$ cat config.mk
export PLATFORM = sky130hd
export DESIGN_NAME = data_ram
export DESIGN_NICKNAME = d
export VERILOG_FILES = /design/src/rtl/data_ram.sv
export SDC_FILE = /design/constraint.sdc
export NUM_CORES = 2
export LEC_CHECK = 0
export ABC_AREA = 1
export CORE_AREA = 4 4 371 373
export CTS_CLUSTER_SIZE = 28
export DETAILED_ROUTE_END_ITERATION = 10
export DIE_AREA = 0 0 375 377
export HOLD_SLACK_MARGIN = 0.03
export PLACE_DENSITY = 0.79
export REMOVE_ABC_BUFFERS = 1
export SETUP_SLACK_MARGIN = 0.5
export SLEW_MARGIN = 20
export SYNTH_ARGS = -nofsm -noshare
export SYNTH_HDL_FRONTEND = slang
export SYNTH_SLANG_ARGS = --single-unit
$ cat constraint.sdc
create_clock -name clk -period 13.05 [get_ports clk]
set_input_delay 3.2625 -clock clk [delete_from_list [all_inputs] [get_ports clk]]
set_output_delay 3.2625 -clock clk [all_outputs]
set_load 0.02 [all_outputs]
$ cat src/rtl/data_ram.sv
// data_ram: single-port synchronous RAM with a power-on/reset clear sweep.
// After reset the FSM writes zero to every word, one per cycle, and only then
// accepts requests. Reads have one cycle of latency.
// Optional feature macro: DATA_RAM_PARITY_EN stores an even-parity bit per
// word and reports a mismatch on read through parity_err.
//
// Handshake: there is no ready signal. A request (req=1) is taken on a rising
// edge only while busy=0; while busy=1 it is silently dropped. Each accepted
// read produces exactly one dout_valid pulse one cycle later, and dout and
// parity_err are meaningful only while dout_valid=1.
module data_ram #(
  parameter int DATA_W = 8,
  parameter int ADDR_W = 8
) (
  input  logic              clk,
  input  logic              rst,
  input  logic              req,
  input  logic              rw,
  input  logic [ADDR_W-1:0] addr,
  input  logic [DATA_W-1:0] din,
  output logic [DATA_W-1:0] dout,
  output logic              dout_valid,
  output logic              busy,
  output logic              parity_err
);

  localparam int DEPTH = 2 ** ADDR_W;

  typedef enum logic {
    ST_CLEAR = 1'b0,
    ST_IDLE  = 1'b1
  } state_e;

  state_e            state_q, state_d;
  logic [ADDR_W-1:0] clr_cnt_q, clr_cnt_d;
  logic [DATA_W-1:0] dout_q, dout_d;
  logic              dout_valid_q, dout_valid_d;

  logic [DATA_W-1:0] mem_q [DEPTH];

  logic              accept;
  logic              rd_en;
  logic              we;
  logic [ADDR_W-1:0] waddr;
  logic [DATA_W-1:0] wdata;

  // Reset forces busy immediately, before the state register has reset.
  assign busy   = rst | (state_q == ST_CLEAR);
  assign accept = req & ~busy;
  assign rd_en  = accept & ~rw;

  // Next-state logic: sweep clr_cnt through every address, then park in IDLE.
  always_comb begin
    state_d   = state_q;
    clr_cnt_d = clr_cnt_q;
    unique case (state_q)
      ST_CLEAR: begin
        clr_cnt_d = clr_cnt_q + 1'b1;
        if (clr_cnt_q == {ADDR_W{1'b1}}) begin
          state_d = ST_IDLE;
        end
      end
      ST_IDLE: begin
        state_d = ST_IDLE;
      end
      default: begin
        state_d = ST_CLEAR;
      end
    endcase
  end

  // Single write port shared by the clear sweep and user writes; reset blocks both.
  always_comb begin
    we    = 1'b0;
    waddr = addr;
    wdata = din;
    if (!rst && state_q == ST_CLEAR) begin
      we    = 1'b1;
      waddr = clr_cnt_q;
      wdata = '0;
    end else if (accept && rw) begin
      we    = 1'b1;
      waddr = addr;
      wdata = din;
    end
  end

  // Read datapath: capture on an accepted read, otherwise hold the last value.
  always_comb begin
    dout_d       = dout_q;
    dout_valid_d = rd_en;
    if (rd_en) begin
      dout_d = mem_q[addr];
    end
  end

  // FSM and output registers with synchronous reset.
  always_ff @(posedge clk) begin
    if (rst) begin
      state_q      <= ST_CLEAR;
      clr_cnt_q    <= '0;
      dout_q       <= '0;
      dout_valid_q <= 1'b0;
    end else begin
      state_q      <= state_d;
      clr_cnt_q    <= clr_cnt_d;
      dout_q       <= dout_d;
      dout_valid_q <= dout_valid_d;
    end
  end

  // Data array; not reset, contents survive rst until the sweep rewrites them.
  always_ff @(posedge clk) begin
    if (we) begin
      mem_q[waddr] <= wdata;
    end
  end

  assign dout       = dout_q;
  assign dout_valid = dout_valid_q;

`ifdef DATA_RAM_PARITY_EN
  logic par_q [DEPTH];
  logic parity_err_q, parity_err_d;

  // Error flag follows dout: recomputed on each read, held otherwise.
  always_comb begin
    parity_err_d = parity_err_q;
    if (rd_en) begin
      parity_err_d = ^{mem_q[addr], par_q[addr]};
    end
  end

  // Parity array written alongside the data array (even parity of the stored word).
  always_ff @(posedge clk) begin
    if (we) begin
      par_q[waddr] <= ^wdata;
    end
  end

  // Parity error register, reset with the other outputs.
  always_ff @(posedge clk) begin
    if (rst) begin
      parity_err_q <= 1'b0;
    end else begin
      parity_err_q <= parity_err_d;
    end
  end

  assign parity_err = parity_err_q;
`else
  assign parity_err = 1'b0;
`endif

endmodule

==> results.md <==
* Outcome: finished clean
* Slew @ Worst Pin at 1.30 ns
* Post-CTS Hold Fix Bufs at 0
* Routed len/inst at 23.9 um
* Port Buffers at 29
* Global-route wire length before repair at 319,000 um
* R2R setup slack at 9.16 ns
* Clock skew at 0.0291 ns
* Worst-path clk slew at 0.06 ns
* Worst-path fanout max at 19
* Core area at 135,000 um2
* Initial DRC Count at 8,659
* Share of layout cells above drive strength 1 at 0.0536
* Setup TNS at 0 ns
* CTS Sinks at 2,066
* Hold Vio Cnt, Final at 0
* Post-synth ARST share at 0
* Final period util at 0.645
* Achievable Freq at 0.119 GHz
* Vias in the first global route at 54,000
* WP data required at 9.79 ns
* Crit Path Class: in2out
* Commonest non-fill, non-tap cells in the layout: nand2_1, edfxtp_1, nand3_1
* Post-CTS setup buffer count at 0
* Max cap viols at 0
* Register bit count reported by yosys at 2,066
* Arrival time of the worst setup path at slightly above 5 ns
* Cell depth of the worst flop-to-flop path at 9
* TritonCTS clock tree: done
* Synth Flop Type: edfxtp_1
* Tmin final at 8.41 ns
* GRT Overall Usage at 0.298
* Cell count after synthesis at 7,129
* Filler Cells Inserted at 8,947
* Sequential area share after synthesis at 0.735
* Largest net degree at the start of global routing at 237
* RePlAce Congestion at 0.867
* Die height at 377 um
* Final Util at 0.676
* Number of synthesized flops with an enable pin at around 2,000
* Cell Area, Synth at 84,100 um2
* Hold Path Stages at 2
* Worst Setup Start Kind: input pin
* Htree depth at 4
* Dpl cells at approximately 8,500
* Tightest Hold Check Type: reg2reg
* Gr ovfl total at 0
* Most common cell after layout, fill and taps aside: nand2_1
* Clk Latency, worst-skew pair at ~0.82 ns
* Resized cells post-CTS at 0
* Reg area at about 62,000 um2
* Routed Antenna Nets at 0
* Starting density of the core at 0.625
* Initial antenna violation count at 11
* Chip Width at about 380 um
* Clk pwr share at 0.397
* Worst setup EP type: primary output
* Maximum vdd drop at 0.000153 V
* CTS root buf: clkbuf_16
* Area of the multi-input gates at just under 20,000 um2
* Hold Path Sink: state_q
* Worst Hold Launch: clr_cnt_q[5]
* 1st-pass router iterations at 8
* Dpl hpwl at roughly 110,000 um
* CTS Buf Count at 189
* Worst Setup Slack, final at 4.64 ns
* Endpoints failing setup at 0
* RR Startpoint: state_q
* P_sw at 0.00297 W
* Reg power frac at 0.543
* PwrDens at 148 nW/um2
* Final Non-Filler Cells at between 8,000 and 9,000
* Combinational share of power at 0.060
* Post-route DRC at 0
* Place WS at about 4.7 ns
* RR Endpoint: mem_q[42][7]
* Max-Slew Margin vs Limit at 0.132
* Total power at approximately 0.013 W
* YS warnings at 0
* Internal power at between 0.01 and 0.015 W
* Leak pwr at 31.6 nW
* Io pins at 31
* Mean Syn Cell Area at 11.8 um2
* Vias post-DR at 56,100
* Rows at 135
* Area growth from synthesis to layout at 8.08%
* Final #Nets at slightly below 7,000
* Switching share of power at 0.221
* RSZ-0062 raised after global routing: no
* Final Max Tran Viols at 0
* Die ar. at roughly 140,000 um2
* Clock Path Buffers at 3
* Avg Vias per Cell at about 6.3
* Unique masters post-synth at 29
* DRT Wirelength at 212,000 um
==> power by group through the flow <==
stage / logic, W / registers [W] / clock network, W
2_1_floorplan: 0.000446 / 0.00748 / 0
3_5_place_dp: 0.000783 / 0.00745 / 0
5_1_grt: 0.000866 / 0.00731 / 0.00564
4_1_cts: 0.000788 / 0.00731 / 0.00536
6_report: 0.000810 / 0.00731 / 0.00534
3_3_place_gp: 0.000761 / 0.00745 / 0
==> flip-flops by register name (all words and copies together), names as in the netlist <==
signal / count
clr_cnt_q: 8
dout: 8
dout_valid: 1
mem_q: 2048
state_q: 1
==> routing by layer <==
metal	vias up	wire length (um)	GRT usage
li1	24800	-	-
met1	26700	75700	0.404
met2	3871	98800	0.466
met3	605	27300	0.0676
met4	8	10000	0.139
met5	-	50	0
==> stage by stage <==
stage                     area (um2)  hold WS [ns]
after detailed placement       85000         0.508
after CTS                      90900         0.512
after global routing           90900         0.545
after floorplan                81700         0.473
after global placement         85000         0.504
final                          90900         0.510
==> cells by family after synthesis <==
logic type / share of synthesized area
flip-flops: 0.735
adder cells (fa/ha/maj): 0.000149
other: 0.0000446
AO/OA/AOI/OAI: 0.00128
buffers and inverters: 0.0321
AND/OR/NAND/NOR: 0.231
==> synthesized netlist by cell type (2+ instances only) <==
cell type	n	area, um2
nand2_1	2138	8030
nor3_1	5	25.0
buf_4	34	255
o21ai_1	3	15.0
nor3b_1	3	22.5
clkbuf_1	85	319
buf_2	304	1520
inv_1	52	195
inv_2	10	37.5
o21ai_0	2	10.0
o21ai_2	5	43.8
nor2_2	5	31.3
edfxtp_1	2048	61500
buf_1	47	176
dfxtp_1	18	360
nand3_1	2026	10100
a21oi_1	3	15.0
nor2_1	314	1180
buf_6	17	191
==> area by class of cell <==
class	instances	share of cell area
Antenna cell	1	0.0000275
Multi-Input combinational cell	4513	0.216
Inverter	63	0.00297
Clock inverter	98	0.00896
Clock buffer	246	0.0561
Sequential cell	2066	0.680
Timing Repair Buffer	107	0.0113
Tap cell	1781	0.0245
==> critical path, stage by stage <==
cell and delay, ns:
clkdlybuf4s50_1 0.95, nor2_1 0.17, inv_1 0.15, clkdlybuf4s50_1 0.62
==> worst max path at each step <==
stage	startpoint	slack [ns]	end
6_report	rst	4.64	busy
4_1_cts	rst	4.65	busy
2_1_floorplan	rst	2.39	mem_q[0][0]
5_1_grt	rst	4.54	busy
3_3_place_gp	rst	4.67	busy
3_5_place_dp	rst	4.66	busy
Power figures use the tool's default switching activity.
